<file path="config.mk">
export PLATFORM = sky130hd
export DESIGN_NAME = i2c_tx_shifter_flat
export DESIGN_NICKNAME = d
export VERILOG_FILES = /design/src/rtl/i2c_tx_shifter_if.sv /design/src/rtl/i2c_tx_shifter.sv /design/src/flat_wrapper.sv
export SDC_FILE = /design/constraint.sdc
export NUM_CORES = 1
export LEC_CHECK = 0
export BUFFER_PORTS_ARGS = -buffer_cell sky130_fd_sc_hd__buf_2
export CORE_ASPECT_RATIO = 0.6
export CORE_MARGIN = 5
export CORE_UTILIZATION = 60
export DETAILED_ROUTE_END_ITERATION = 6
export GPL_TIMING_DRIVEN = 0
export PLACE_DENSITY = 0.85
export SYNTH_ARGS = -nofsm -noshare
export SYNTH_HDL_FRONTEND = slang
export SYNTH_SLANG_ARGS = --single-unit
export TNS_END_PERCENT = 100
</file>
<file path="constraint.sdc">
create_clock -name clk -period 6.8 [get_ports clk]
set_input_delay 1.36 -clock clk [delete_from_list [all_inputs] [get_ports clk]]
set_output_delay 1.36 -clock clk [all_outputs]
set_load 0.03 [all_outputs]
</file>
<file path="src/rtl/i2c_tx_shifter_if.sv">
// i2c_tx_shifter_if: burst/beat handshake, bit strobe and status bundle for the I2C transmit shifter
interface i2c_tx_shifter_if;
  logic        Start;
  logic [6:0]  Burst;
  logic [3:0]  Size;
  logic [63:0] TxData;
  logic        TxValid;
  logic        ShiftEn;
  logic        AckIn;
  logic        SDAout;
  logic        TxReady;
  logic [6:0]  TXcount;
  logic [6:0]  BurstLeft;
  logic        Busy;
  logic        Done;
  logic        Nack;
  logic        Err;
  modport master (
    output Start, Burst, Size, TxData, TxValid, ShiftEn, AckIn,
    input  SDAout, TxReady, TXcount, BurstLeft, Busy, Done, Nack, Err
  );
  modport slave (
    input  Start, Burst, Size, TxData, TxValid, ShiftEn, AckIn,
    output SDAout, TxReady, TXcount, BurstLeft, Busy, Done, Nack, Err
  );
endinterface

</file>
<file path="src/rtl/i2c_tx_shifter.sv">
// i2c_tx_shifter: serialises bursts of Size-byte beats MSB-first onto SDA, releasing SDA and sampling ACK after every byte.
// Ports: clk, rst (async active-high); bus.slave carries Start/Burst/Size request, TxData/TxValid/TxReady beat handshake,
// ShiftEn bit strobe, AckIn ACK sample, and SDAout/TXcount/BurstLeft/Busy/Done/Nack/Err status.
module i2c_tx_shifter (
  input logic clk,
  input logic rst,
  i2c_tx_shifter_if.slave bus
);
  typedef enum logic [2:0] {IDLE, LOAD, SHIFT, ACK, DONE} state_t;
  state_t state, nxt;
  logic [63:0] shreg;
  logic [6:0] txc, bl;
  logic [3:0] sz;
  logic sda, nack, err, legal, last_bit, tx_ready, busy, done;
  assign legal = bus.Size != 4'd0 && bus.Size <= 4'd8 && bus.Burst != 7'd0;
  assign last_bit = txc[2:0] == 3'd1;
  always_ff @(posedge clk or posedge rst)
    if (rst) state <= IDLE;
    else state <= nxt;
  always_comb begin
    nxt = state;
    case (state)
      IDLE:    nxt = bus.Start && legal ? LOAD : IDLE;
      LOAD:    nxt = bus.TxValid ? SHIFT : LOAD;
      SHIFT:   nxt = bus.ShiftEn && last_bit ? ACK : SHIFT;
      ACK:     nxt = !bus.ShiftEn ? ACK : bus.AckIn ? DONE : txc != 7'd0 ? SHIFT : bl == 7'd1 ? DONE : LOAD;
      default: nxt = IDLE;
    endcase
  end
  always_comb begin
    tx_ready = state == LOAD;
    busy = state != IDLE;
    done = state == DONE;
  end
  // The beat is left-justified at load so the next bit is always shreg[63].
  always_ff @(posedge clk or posedge rst)
    if (rst) begin
      state_sda_reset: begin
        sda <= 1'b1;
        shreg <= '0;
        txc <= '0;
        bl <= '0;
        sz <= '0;
        nack <= 1'b0;
        err <= 1'b0;
      end
    end else begin
      err <= state == IDLE && bus.Start && !legal;
      sda <= 1'b1;
      case (state)
        IDLE: if (bus.Start && legal) begin
          sz <= bus.Size;
          bl <= bus.Burst;
          nack <= 1'b0;
        end
        LOAD: if (bus.TxValid) begin
          shreg <= bus.TxData << (7'd64 - {sz, 3'b000});
          txc <= {sz, 3'b000};
        end
        SHIFT: begin
          sda <= bus.ShiftEn ? shreg[63] : sda;
          if (bus.ShiftEn) begin
            shreg <= {shreg[62:0], 1'b0};
            txc <= txc - 7'd1;
          end
        end
        ACK: if (bus.ShiftEn) begin
          if (bus.AckIn) nack <= 1'b1;
          else if (txc == 7'd0) bl <= bl - 7'd1;
        end
        default: ;
      endcase
    end
  assign bus.SDAout = sda;
  assign bus.TxReady = tx_ready;
  assign bus.TXcount = txc;
  assign bus.BurstLeft = bl;
  assign bus.Busy = busy;
  assign bus.Done = done;
  assign bus.Nack = nack;
  assign bus.Err = err;
endmodule

</file>
<file path="src/flat_wrapper.sv">
// flat-port wrapper written by rule: the top's interface ports become plain ports
module i2c_tx_shifter_flat 
  (clk, rst, bus_Start, bus_Burst, bus_Size, bus_TxData, bus_TxValid, bus_ShiftEn, bus_AckIn, bus_SDAout, bus_TxReady, bus_TXcount, bus_BurstLeft, bus_Busy, bus_Done, bus_Nack, bus_Err);
  i2c_tx_shifter_if bus_i ();
  input logic clk;
  input logic rst;
  input wire logic [$bits(bus_i.Start)-1:0] bus_Start;
  input wire logic [$bits(bus_i.Burst)-1:0] bus_Burst;
  input wire logic [$bits(bus_i.Size)-1:0] bus_Size;
  input wire logic [$bits(bus_i.TxData)-1:0] bus_TxData;
  input wire logic [$bits(bus_i.TxValid)-1:0] bus_TxValid;
  input wire logic [$bits(bus_i.ShiftEn)-1:0] bus_ShiftEn;
  input wire logic [$bits(bus_i.AckIn)-1:0] bus_AckIn;
  output wire logic [$bits(bus_i.SDAout)-1:0] bus_SDAout;
  output wire logic [$bits(bus_i.TxReady)-1:0] bus_TxReady;
  output wire logic [$bits(bus_i.TXcount)-1:0] bus_TXcount;
  output wire logic [$bits(bus_i.BurstLeft)-1:0] bus_BurstLeft;
  output wire logic [$bits(bus_i.Busy)-1:0] bus_Busy;
  output wire logic [$bits(bus_i.Done)-1:0] bus_Done;
  output wire logic [$bits(bus_i.Nack)-1:0] bus_Nack;
  output wire logic [$bits(bus_i.Err)-1:0] bus_Err;
  assign bus_i.Start = bus_Start;
  assign bus_i.Burst = bus_Burst;
  assign bus_i.Size = bus_Size;
  assign bus_i.TxData = bus_TxData;
  assign bus_i.TxValid = bus_TxValid;
  assign bus_i.ShiftEn = bus_ShiftEn;
  assign bus_i.AckIn = bus_AckIn;
  assign bus_SDAout = bus_i.SDAout;
  assign bus_TxReady = bus_i.TxReady;
  assign bus_TXcount = bus_i.TXcount;
  assign bus_BurstLeft = bus_i.BurstLeft;
  assign bus_Busy = bus_i.Busy;
  assign bus_Done = bus_i.Done;
  assign bus_Nack = bus_i.Nack;
  assign bus_Err = bus_i.Err;
  i2c_tx_shifter u_core (.clk(clk), .rst(rst), .bus(bus_i));
endmodule
</file>
==> metrics list, run 1 <==
* CTS tree: done
- Vias after detailed routing: about 6k
* Crit path time final: 3.48 ns
- WL final: about 21 mm
- The multi-input combinational cells in the finished layout cover a total of 3300 um^2.
* Synth Instances: between 600 and 700
- Global route hottest layer: met1
* Synth area leader: sky130_fd_sc_hd__dfrtp_1
- Setup violations remaining at the end of the flow were counted as 0.
- Share of the yosys chip area belonging to registers: ~38%
* Share of flip-flops with an asynchronous set or reset: between 90% and 100%
- Slew margin rel.: a little under a quarter
- Post-route design area: roughly 6800 um^2
* Largest net degree at the start of global routing: 57
- After filler insertion, the fill cell instance count of the layout stands at 710.
- Switch share: about half
* Critical path required time: around 7.1 ns
* X dimension of the die: between 100 and 150 um
* Area enclosed by the die boundary: between 10000 and 15000 um^2
- The first global-routing pass estimated 32.0 mm of wire.
* GR Layer Usage met1: between 50% and 60%
- Count leader, synth: sky130_fd_sc_hd__dfrtp_1
* Number of nets with antenna violations after detailed routing: 0
- Cell internal pwr: 0.00195 W
* Initial DRT Pass Iterations: 6
- Post-cts repair resize count: 0
* Number of I/O port buffers: 100
* Portion of synthesized cell area occupied by the leading cell type: roughly 37%
- # diodes: 0
- The worst-case IR drop observed on VDD is approximately 0.33 mV.
- Vias in the first global route: 5625
- At the end of routability-driven placement, the weighted congestion stood at roughly 1.1.
- Across all hold checks on the routed design, the worst slack comes to between 0.4 and 0.5 ns.
- PD cells: approximately 600 nW/um^2
- Most frequent cells after synthesis: 87 x sky130_fd_sc_hd__dfrtp_1, 61 x sky130_fd_sc_hd__nand2_1, 55 x sky130_fd_sc_hd__mux2i_1
- Hold Buf Count CTS: 0
- Synthesized area divided by synthesized cell count: roughly 9.4 um^2
- Total Nets Final: about 820
* Storage element area: around 2200 um^2
- Unique masters post-synth: 57
* Measured slew at the worst slew-check pin: 1.13 ns
* Setup repair after global routing missed its margin: false
- In this run, flip-flops and latches consume 22.7% of the power.
- In the finished design, the share of the clock period the worst path needs comes to 51.2%.
- Clk root buf: sky130_fd_sc_hd__clkbuf_16
- In this run the power spent charging and discharging nets is about 0.0020 W.
- For this run, the share of the core covered by cells in the final layout is 72.9%.
* Worst path max stage delay: approximately 0.97 ns
- Number of H-tree branching levels: 3
* Layout cell share with drive strength beyond 1: 23.9%
- STA puts the critical path data arrival time at roughly 3.8 ns.
- For this configuration, the core starts out at a cell density of 62.4%.
* CP Capture Type: flip-flop
* Global-route track usage on met3: 14.6%
* Maximum capacitance violations: 0
- Y dimension of the die: 86.3 um
- Met2 usage in global routing: between 40 and 50%
* Average wire length per cell after detail routing: ~24 um
- Drt first-iter violations: 1013
- Comb power frac: between 60% and 70%
* Yosys reg bits: between 80 and 90
* Number of antenna violations at the first check in global routing: 1
- The count of pins over their slew limit is 0.
* Worst Setup Slack post-DPL: around 3.4 ns
- Placement Cell Area: 6510 um^2
- The number of hold-slack violations in the final timing report was 0.
- The signal on the critical path passes through buf_4, buf_2, inv_1, ha_1, buf_2, inv_1, clkbuf_1, and2_1, a2111oi_0, a21oi_1, o21ai_1.
* Clk_lat worst skew: between 0.3 and 0.4 ns
* Via-per-instance ratio: 6.91
* Count of yosys warnings during synthesis: 0
- The flow ran to the end, and the final reports show no timing, DRC or antenna violations.
- Std-Cell Rows: 27
- Clock slew seen by the registers of the worst setup and hold paths: around 0.060 ns
- In the routed design, unresolved DRC markers number 0.
* Top-Level Pins: slightly above 100
- Worst setup skew after layout: approximately 0.0048 ns
* F_max: between 200 and 300 MHz
- The number of nets in the synthesized netlist is ~710.
- For this design the static power due to leakage is between 3 and 4 nW.
- In this run the cell area of the synthesized design comes to ~5800 um^2.
- # clock sinks: 88
* Category of the critical setup timing path: reg2reg
- Across all setup checks in the final design, the least slack found is 3.32 ns.
- Area growth syn-to-layout: 16.8%
* Overall fraction of global-route tracks in use: a little over a third
- The clock passes through at most 2 buffers.
- The synthesized design contains 0 enable-type register cells.
- The total area inside the core boundary comes to between 9000 and 10000 um^2.
* Slowest-stage cell, CP: sky130_fd_sc_hd__a2111oi_0
* DP HPWL: approximately 16 mm
- Ranked by total cell area, the synthesized netlist is headed by sky130_fd_sc_hd__dfrtp_1 37%, sky130_fd_sc_hd__mux2i_1 9.5%, sky130_fd_sc_hd__mux4_2 5.4%.
- The number of setup buffers added after CTS is 0.
* Startpoint kind of the worst setup timing path: flip-flop
- After global routing the overflow that remains totals 0.
* Most instantiated flip-flop cell in the synthesis netlist: sky130_fd_sc_hd__dfrtp_1
- The worst hold path belongs to the class reg2reg.
* Sum of negative setup slack: 0 ns
- Counting the buffers created by CTS gives 9.
- Of all nets on the critical path, the largest fanout is 10.
- The clock network accounts for about 12% of the total power.
-- cells by family after synthesis --
logic type               share of synthesized area (%)
adder cells (fa/ha/maj)                           1.29
buffers and inverters                             5.44
AO/OA/AOI/OAI                                     23.7
XOR/XNOR                                         0.581
multiplexers                                      16.0
flip-flops                                        37.9
AND/OR/NAND/NOR                                   15.1
-- worst max-delay path, delay by kind of cell (launching register included) --
family	cells	cell delay, ns
compound gates	3	1.26
fa+ha+maj	1	0.35
buf+inv	6	1.28
flops	1	0.32
simple gates	1	0.19
-- per-layer routing --
layer	wire, um	vias up
met3	3330	61
li1	-	2562
met5	13	-
met4	447	2
met2	8510	463
met1	8550	2894
-- worst paths after layout --
check                                             startpoint                                end  slack, ns  depth (start not counted)
worst max-delay path                u_core.sz[0]$_DFFE_PP0P_       u_core.shreg[20]$_DFFE_PP0P_       3.32                         11
worst min-delay path            u_core.shreg[28]$_DFFE_PP0P_       u_core.shreg[28]$_DFFE_PP0P_       0.49                          2
worst max register to register      u_core.sz[0]$_DFFE_PP0P_       u_core.shreg[20]$_DFFE_PP0P_       3.32                         11
worst min register to register  u_core.shreg[28]$_DFFE_PP0P_       u_core.shreg[28]$_DFFE_PP0P_       0.49                          2
max in group asynchronous                                rst      u_core.bus.SDAout$_DFFE_PP1P_       5.14                          3
min in group asynchronous                                rst  u_core.bus.TXcount[1]$_DFFE_PP0P_       1.02                          2
-- flip-flops by register name, summed over array words and instances, names as in the netlist --
| register | cells |
|---|---|
| u_core.shreg | 64 |
| u_core.bus.Err | 1 |
| u_core.state | 3 |
| u_core.bus.Nack | 1 |
| u_core.bus.BurstLeft | 7 |
| u_core.bus.TXcount | 7 |
| u_core.sz | 4 |
| u_core.bus.SDAout | 1 |
-- layout by cell type, fill, tap and decap left out, types with 7 or more instances in the layout --
| cell | netlist | final |
|---|---|---|
| sky130_fd_sc_hd__a2111oi_0 | 14 | 14 |
| sky130_fd_sc_hd__a21oi_1 | 42 | 42 |
| sky130_fd_sc_hd__a221o_1 | 9 | 9 |
| sky130_fd_sc_hd__a22oi_1 | 31 | 31 |
| sky130_fd_sc_hd__a31oi_1 | 19 | 19 |
| sky130_fd_sc_hd__and2_1 | 14 | 14 |
| sky130_fd_sc_hd__and3_1 | 7 | 7 |
| sky130_fd_sc_hd__buf_2 | 10 | 110 |
| sky130_fd_sc_hd__buf_4 | 7 | 7 |
| sky130_fd_sc_hd__clkbuf_1 | 33 | 37 |
| sky130_fd_sc_hd__clkbuf_16 | 0 | 9 |
| sky130_fd_sc_hd__dfrtp_1 | 87 | 87 |
| sky130_fd_sc_hd__inv_1 | 9 | 8 |
| sky130_fd_sc_hd__mux2i_1 | 55 | 55 |
| sky130_fd_sc_hd__mux4_2 | 14 | 14 |
| sky130_fd_sc_hd__nand2_1 | 61 | 61 |
| sky130_fd_sc_hd__nand3_1 | 7 | 7 |
| sky130_fd_sc_hd__nor2_1 | 35 | 35 |
| sky130_fd_sc_hd__nor3_1 | 23 | 23 |
| sky130_fd_sc_hd__o21ai_0 | 51 | 51 |
| sky130_fd_sc_hd__o21ai_1 | 11 | 11 |
| sky130_fd_sc_hd__o22ai_2 | 8 | 8 |
-- layout make-up --
type | count | area share [%]
buffer | 55 | 4.16
clock buffer | 13 | 3.54
clock inverter | 3 | 0.626
inverter | 9 | 0.534
multi-input combinational | 467 | 48.5
sequential | 88 | 32.4
tap | 130 | 2.39
timing repair buffer | 101 | 7.77
-- through the flow --
step / cells / power, W
global route: 866 / 0.00417
detailed placement: 850 / 0.00337
global placement: 849 / 0.00330
CTS: 866 / 0.00386
finish: 866 / 0.00400
floorplan: 619 / 0.00260
-- power groups by stage --
stage                     Clock [W]  Combinational (W)  Sequential [W]
after CTS                  0.000488            0.00248        0.000898
after global routing       0.000516            0.00272        0.000929
final                      0.000492            0.00260        0.000908
after floorplan                   0            0.00166        0.000945
after detailed placement          0            0.00246        0.000905
after global placement            0            0.00240        0.000895
(Power assumes the default switching activity.)
==> run 2: changes to the inputs <==
- ABC_AREA: default -> 1
- CORE_UTILIZATION: 60 -> 58
- PLACE_DENSITY: 0.85 -> 0.81
- clock period: 6.8 -> 3.6 ns (I/O delays scaled with it)
==> metrics list, run 2 <==
* Slew margin rel.: 50.2% (was 22.9%)
- Portion of synthesized cell area occupied by the leading cell type: 33.8% (was 37.4%)
- The placer congestion estimate came to 1.02 (was 1.09).
- The share of cells above drive strength 1 was 16.7% (was 23.9%).
* Reg-to-reg slack, setup: 0.50 ns (was 3.32 ns)
- The number of buffers inserted to repair setup after CTS is 0 (unchanged).
- The first-pass GRT wire length came to 35.9 mm (was 32.0 mm).
- The post-synthesis mux area share came to 0% (was 16.0%).
* Most frequent cells after synthesis: 331 x sky130_fd_sc_hd__nand2_1, 162 x sky130_fd_sc_hd__nand3_1, 123 x sky130_fd_sc_hd__nor2_1 (was 87 x sky130_fd_sc_hd__dfrtp_1, 61 x sky130_fd_sc_hd__nand2_1, 55 x sky130_fd_sc_hd__mux2i_1)
* Number of H-tree branching levels: 3 (unchanged)
* Initial DRT Pass Iterations: 6 (unchanged)
- The detailed-route vias per instance is 5.94 (was 6.91).
- The met2 wire length came to 8.72 mm (was 8.51 mm).
- Yosys reg bits: 88 (unchanged)
- Total Nets Final: 1210 (was 818)
* Maximum capacitance violations: 0 (unchanged)
- Critical path required time: 3.83 ns (was 7.07 ns)
- The fraction of power consumed by sequential logic came to 19.7% (was 22.7%).
- The most common cell after layout, fill and taps aside was sky130_fd_sc_hd__nand2_1 (was sky130_fd_sc_hd__buf_2).
* Clk root buf: sky130_fd_sc_hd__clkbuf_16 (unchanged)
- Synth top area cells: sky130_fd_sc_hd__dfrtp_1 34%, sky130_fd_sc_hd__nand2_1 19%, sky130_fd_sc_hd__nand3_1 13% (was sky130_fd_sc_hd__dfrtp_1 37%, sky130_fd_sc_hd__mux2i_1 9.5%, sky130_fd_sc_hd__mux4_2 5.4%).
- WL final: 23.1 mm (was 20.9 mm)
* Area growth syn-to-layout: 15.2% (was 16.8%)
* Initial Utilization: 60.1% (was 62.4%)
* DP Cell Count: 1251 (was 850)
- Arrival time at the worst endpoint: 3.33 ns (was 3.75 ns)
- The slew at the pin closest to its max-slew limit came to 0.747 ns (was 1.13 ns).
* Switching power summed over all nets: 0.00512 W (was 0.00204 W)
- Final Worst Setup Slack: 0.502 ns (was 3.32 ns)
- The register with the most flip-flops is u_core.shreg (unchanged).
- The met1 routed wirelength after detailed routing was 10.5 mm (was 8.55 mm).
- The number of top-level pins is 101 (unchanged).
* Unique masters post-synth: 34 (was 57)
* Length of routed met3 wiring: 3.51 mm (was 3.33 mm)
- Share of the synthesized area in compound gates (AO/OA/AOI/OAI): 12.0% (was 23.7%)
- The post-synthesis share of cell area spent on full adders, half adders and majority gates is 1.17% (was 1.29%).
* Area enclosed by the die boundary: 13400 um^2 (was 11800 um^2)
* FF-to-FF Start: u_core.sz[0]$_DFFE_PP0P_ (unchanged)
* Synthesized cell area: 6430 um^2 (was 5820 um^2)
- Setup repair after global routing missed its margin: false (unchanged).
* Worst setup skew after layout: 0.00910 ns (was 0.00484 ns)
- # clock sinks: 88 (unchanged)
- Parity-gate share of the synthesized area counting xor and xnor cells: 0.525% (was 0.581%)
- Cell internal pwr: 0.00368 W (was 0.00195 W)
- The half-perimeter wire length of the detailed placement result came to 18.3 mm (was 16.1 mm).
* Cell depth of the worst flop-to-flop path: 13 (was 11)
- The power share of the combinational group came to 70.3% (was 65.0%).
* Fin. Hold Viols: 0 (unchanged)
- The clock tree from TritonCTS is done (unchanged).
- Synth Instances: 1011 (was 619)
- Critical Path Fanout Max: 10 (unchanged)
* Clock Power Share: 10.0% (was 12.3%)
- Number of I/O port buffers: 100 (unchanged)
- The die height came to 91.6 um (was 86.3 um).
- Min-delay worst type: in2async (was reg2reg)
- Post-layout instance count excluding filler cells: 1267 (was 866)
- The total of warnings raised by yosys is 0 (unchanged).
- Hold Buf Count CTS: 0 (unchanged)
* Reported leakage power: 4.04 nW (was 3.01 nW)
- The part of the cycle the worst path needs came to 86.0% (was 51.2%).
- Post-synth EDFFs: 0 (unchanged)
* Drc violations: 0 (unchanged)
- Worst-case clock buffer depth: 2 (unchanged)
- The number of diodes came to 0 (unchanged).
- Uppermost metal layer occupied by signal nets: met4 (was met5)
- Combinational family with the most area after synthesis: simple AND/OR/NAND/NOR gates (was compound AO/OA/AOI/OAI gates)
* Run status: finished, final reports clean (unchanged)
- Most instantiated flip-flop cell in the synthesis netlist: sky130_fd_sc_hd__dfrtp_1 (unchanged)
- F_max: 323 MHz (was 287 MHz)
- The remaining antenna violation count after routing is 0 (unchanged).
- Total congestion overflow after global routing: 0 (unchanged)
- Number of antenna violations at the first check in global routing: 0 (was 1)
* Crit path time final: 3.10 ns (was 3.48 ns)
- Share of flip-flops with an asynchronous set or reset: 100% (unchanged)
- The total vias in the final route was 7520 (was 5982).
- The basic-gate share of the synthesized area counting and, or, nand and nor cells came to 42.4% (was 15.1%).
- The endpoint of the most critical register-to-register path is u_core.shreg[51]$_DFFE_PP0P_ (was u_core.shreg[20]$_DFFE_PP0P_).
- Synthesized area divided by synthesized cell count: 6.36 um^2 (was 9.40 um^2)
* CP Capture Type: flip-flop (unchanged)
* Switch share: 58.2% (was 51.1%)
- Filler cell count: 967 (was 710)
- Commonest cells after routing, fill and taps aside: 331 x sky130_fd_sc_hd__nand2_1, 162 x sky130_fd_sc_hd__nand3_1, 146 x sky130_fd_sc_hd__buf_2, 123 x sky130_fd_sc_hd__nor2_1, 87 x sky130_fd_sc_hd__dfrtp_1 (was 110 x sky130_fd_sc_hd__buf_2, 87 x sky130_fd_sc_hd__dfrtp_1, 61 x sky130_fd_sc_hd__nand2_1, 55 x sky130_fd_sc_hd__mux2i_1, 51 x sky130_fd_sc_hd__o21ai_0).
* Core footprint: 10700 um^2 (was 9320 um^2)
- Peak supply drop: 1.01 mV (was 0.327 mV)
- The maximum number of pins on one net before global-route repair is 60 (was 57).
* Startpoint kind of the worst setup timing path: flip-flop (unchanged)
- PD cells: 1190 nW/um^2 (was 588 nW/um^2)
- Average wire length per cell after detail routing: 18.2 um (was 24.1 um)
- Worst Setup Slack post-DPL: 0.702 ns (was 3.44 ns)
* Category of the critical setup timing path: reg2reg (unchanged)
* Share of the yosys chip area belonging to registers: 34.2% (was 37.9%)
* Post-cts repair resize count: 0 (unchanged)
- Count leader, synth: sky130_fd_sc_hd__nand2_1 (was sky130_fd_sc_hd__dfrtp_1)
- Storage element area: 2200 um^2 (unchanged)
- The area of the multi-input gates is 3610 um^2 (was 3300 um^2).
- The flip-flop count of the largest register after layout is 64 (unchanged).
- Clock slew seen by the registers of the worst setup and hold paths: 0.07 ns (was 0.06 ns)
- The number of cell rows is 29 (was 27).
- The largest area contributor in the synthesized netlist was sky130_fd_sc_hd__dfrtp_1 (unchanged).
* Final setup viols: 0 (unchanged)
- Overall fraction of global-route tracks in use: 34.0% (was 35.5%)
- Vias in the first global route: 6699 (was 5625)
- The synthesized net count is 1098 (was 706).
* Number of buffers added by the clock tree synthesis step: 9 (unchanged)
- Drt first-iter violations: 1058 (was 1013)
- Max-slew violation count: 0 (unchanged)
- The clock latency reported for the late side of the worst-skew pair is 0.35 ns (about the same).
* X dimension of the die: 146 um (was 137 um)
==> run 2: cell count changes after synthesis, moves of 36 or more <==
cell,previous run,this run
sky130_fd_sc_hd__nand2_1,61,331
sky130_fd_sc_hd__nand3_1,7,162
sky130_fd_sc_hd__mux2i_1,55,0
sky130_fd_sc_hd__buf_2,10,46
sky130_fd_sc_hd__nor2_1,35,123
sky130_fd_sc_hd__inv_1,9,67
==> run 2: worst max-delay path by stage <==
stage	startpoint	slack (ns)	endpoint
floorplan	rst	0.60	u_core.bus.BurstLeft[0]$_DFFE_PP0P_
global placement	rst	-0.34	u_core.shreg[39]$_DFFE_PP0P_
detailed placement	u_core.sz[0]$_DFFE_PP0P_	0.70	u_core.shreg[50]$_DFFE_PP0P_
CTS	u_core.sz[0]$_DFFE_PP0P_	0.68	u_core.shreg[51]$_DFFE_PP0P_
global route	u_core.sz[0]$_DFFE_PP0P_	0.45	u_core.shreg[51]$_DFFE_PP0P_
finish	u_core.sz[0]$_DFFE_PP0P_	0.50	u_core.shreg[51]$_DFFE_PP0P_
==> run 2: area by class of cell <==
| class | instances | area share (%) |
|---|---|---|
| clock inverter | 6 | 0.624 |
| clock buffer | 10 | 3.09 |
| sequential | 88 | 29.7 |
| multi-input combinational | 780 | 48.7 |
| timing repair buffer | 101 | 7.12 |
| tap | 139 | 2.35 |
| inverter | 75 | 3.83 |
| buffer | 68 | 4.62 |
==> run 2: through the flow <==
| step | hold slack (ns) | util (%) | area [um^2] | TNS [ns] | total power (W) |
|---|---|---|---|---|---|
| floorplan | 0.449 | - | 6430 | 0 | 0.00574 |
| global placement | 0.455 | 66.4 | 7110 | -28.74 | 0.00751 |
| detailed placement | 0.465 | 66.7 | 7140 | 0 | 0.00758 |
| CTS | 0.364 | 69.3 | 7410 | 0 | 0.00848 |
| global route | 0.386 | 69.3 | 7410 | 0 | 0.00938 |
| finish | 0.356 | 69.3 | 7410 | 0 | 0.00880 |
==> run 2: logic make-up (layout without fill, tap and decap cells) <==
| group | Yosys count | after routing |
|---|---|---|
| adder cells (fa/ha/maj) | 6 | 6 |
| buffers and inverters | 143 | 260 |
| XOR/XNOR | 3 | 3 |
| AO/OA/AOI/OAI | 124 | 124 |
| flip-flops | 88 | 88 |
| AND/OR/NAND/NOR | 647 | 647 |
==> run 2: power by group through the flow <==
stage	combinational [W]	clock [W]	sequential, W
floorplan	0.00393	0	0.00181
CTS	0.00588	0.000883	0.00172
detailed placement	0.00585	0	0.00173
global route	0.00666	0.000939	0.00178
finish	0.00619	0.000884	0.00173
global placement	0.00579	0	0.00172
==> run 2: routing by layer <==
metal	vias up	track usage, %
li1	3534	-
met1	3501	53.2
met2	447	43.1
met3	38	14.8
met4	0	5.48
met5	-	0
==> run 2: worst max-delay path, cell delays in order, from the launching register on <==
cell                       delay [ns]
sky130_fd_sc_hd__dfrtp_1         0.37
sky130_fd_sc_hd__buf_6           0.15
sky130_fd_sc_hd__inv_2           0.12
sky130_fd_sc_hd__buf_4           0.23
sky130_fd_sc_hd__buf_2           0.28
sky130_fd_sc_hd__ha_1            0.27
sky130_fd_sc_hd__buf_2           0.21
sky130_fd_sc_hd__inv_2           0.21
sky130_fd_sc_hd__clkbuf_1        0.48
sky130_fd_sc_hd__nand3_1         0.17
sky130_fd_sc_hd__nand3_1         0.13
sky130_fd_sc_hd__nand2_1         0.18
sky130_fd_sc_hd__nand2_1         0.13
sky130_fd_sc_hd__nand2_1         0.05
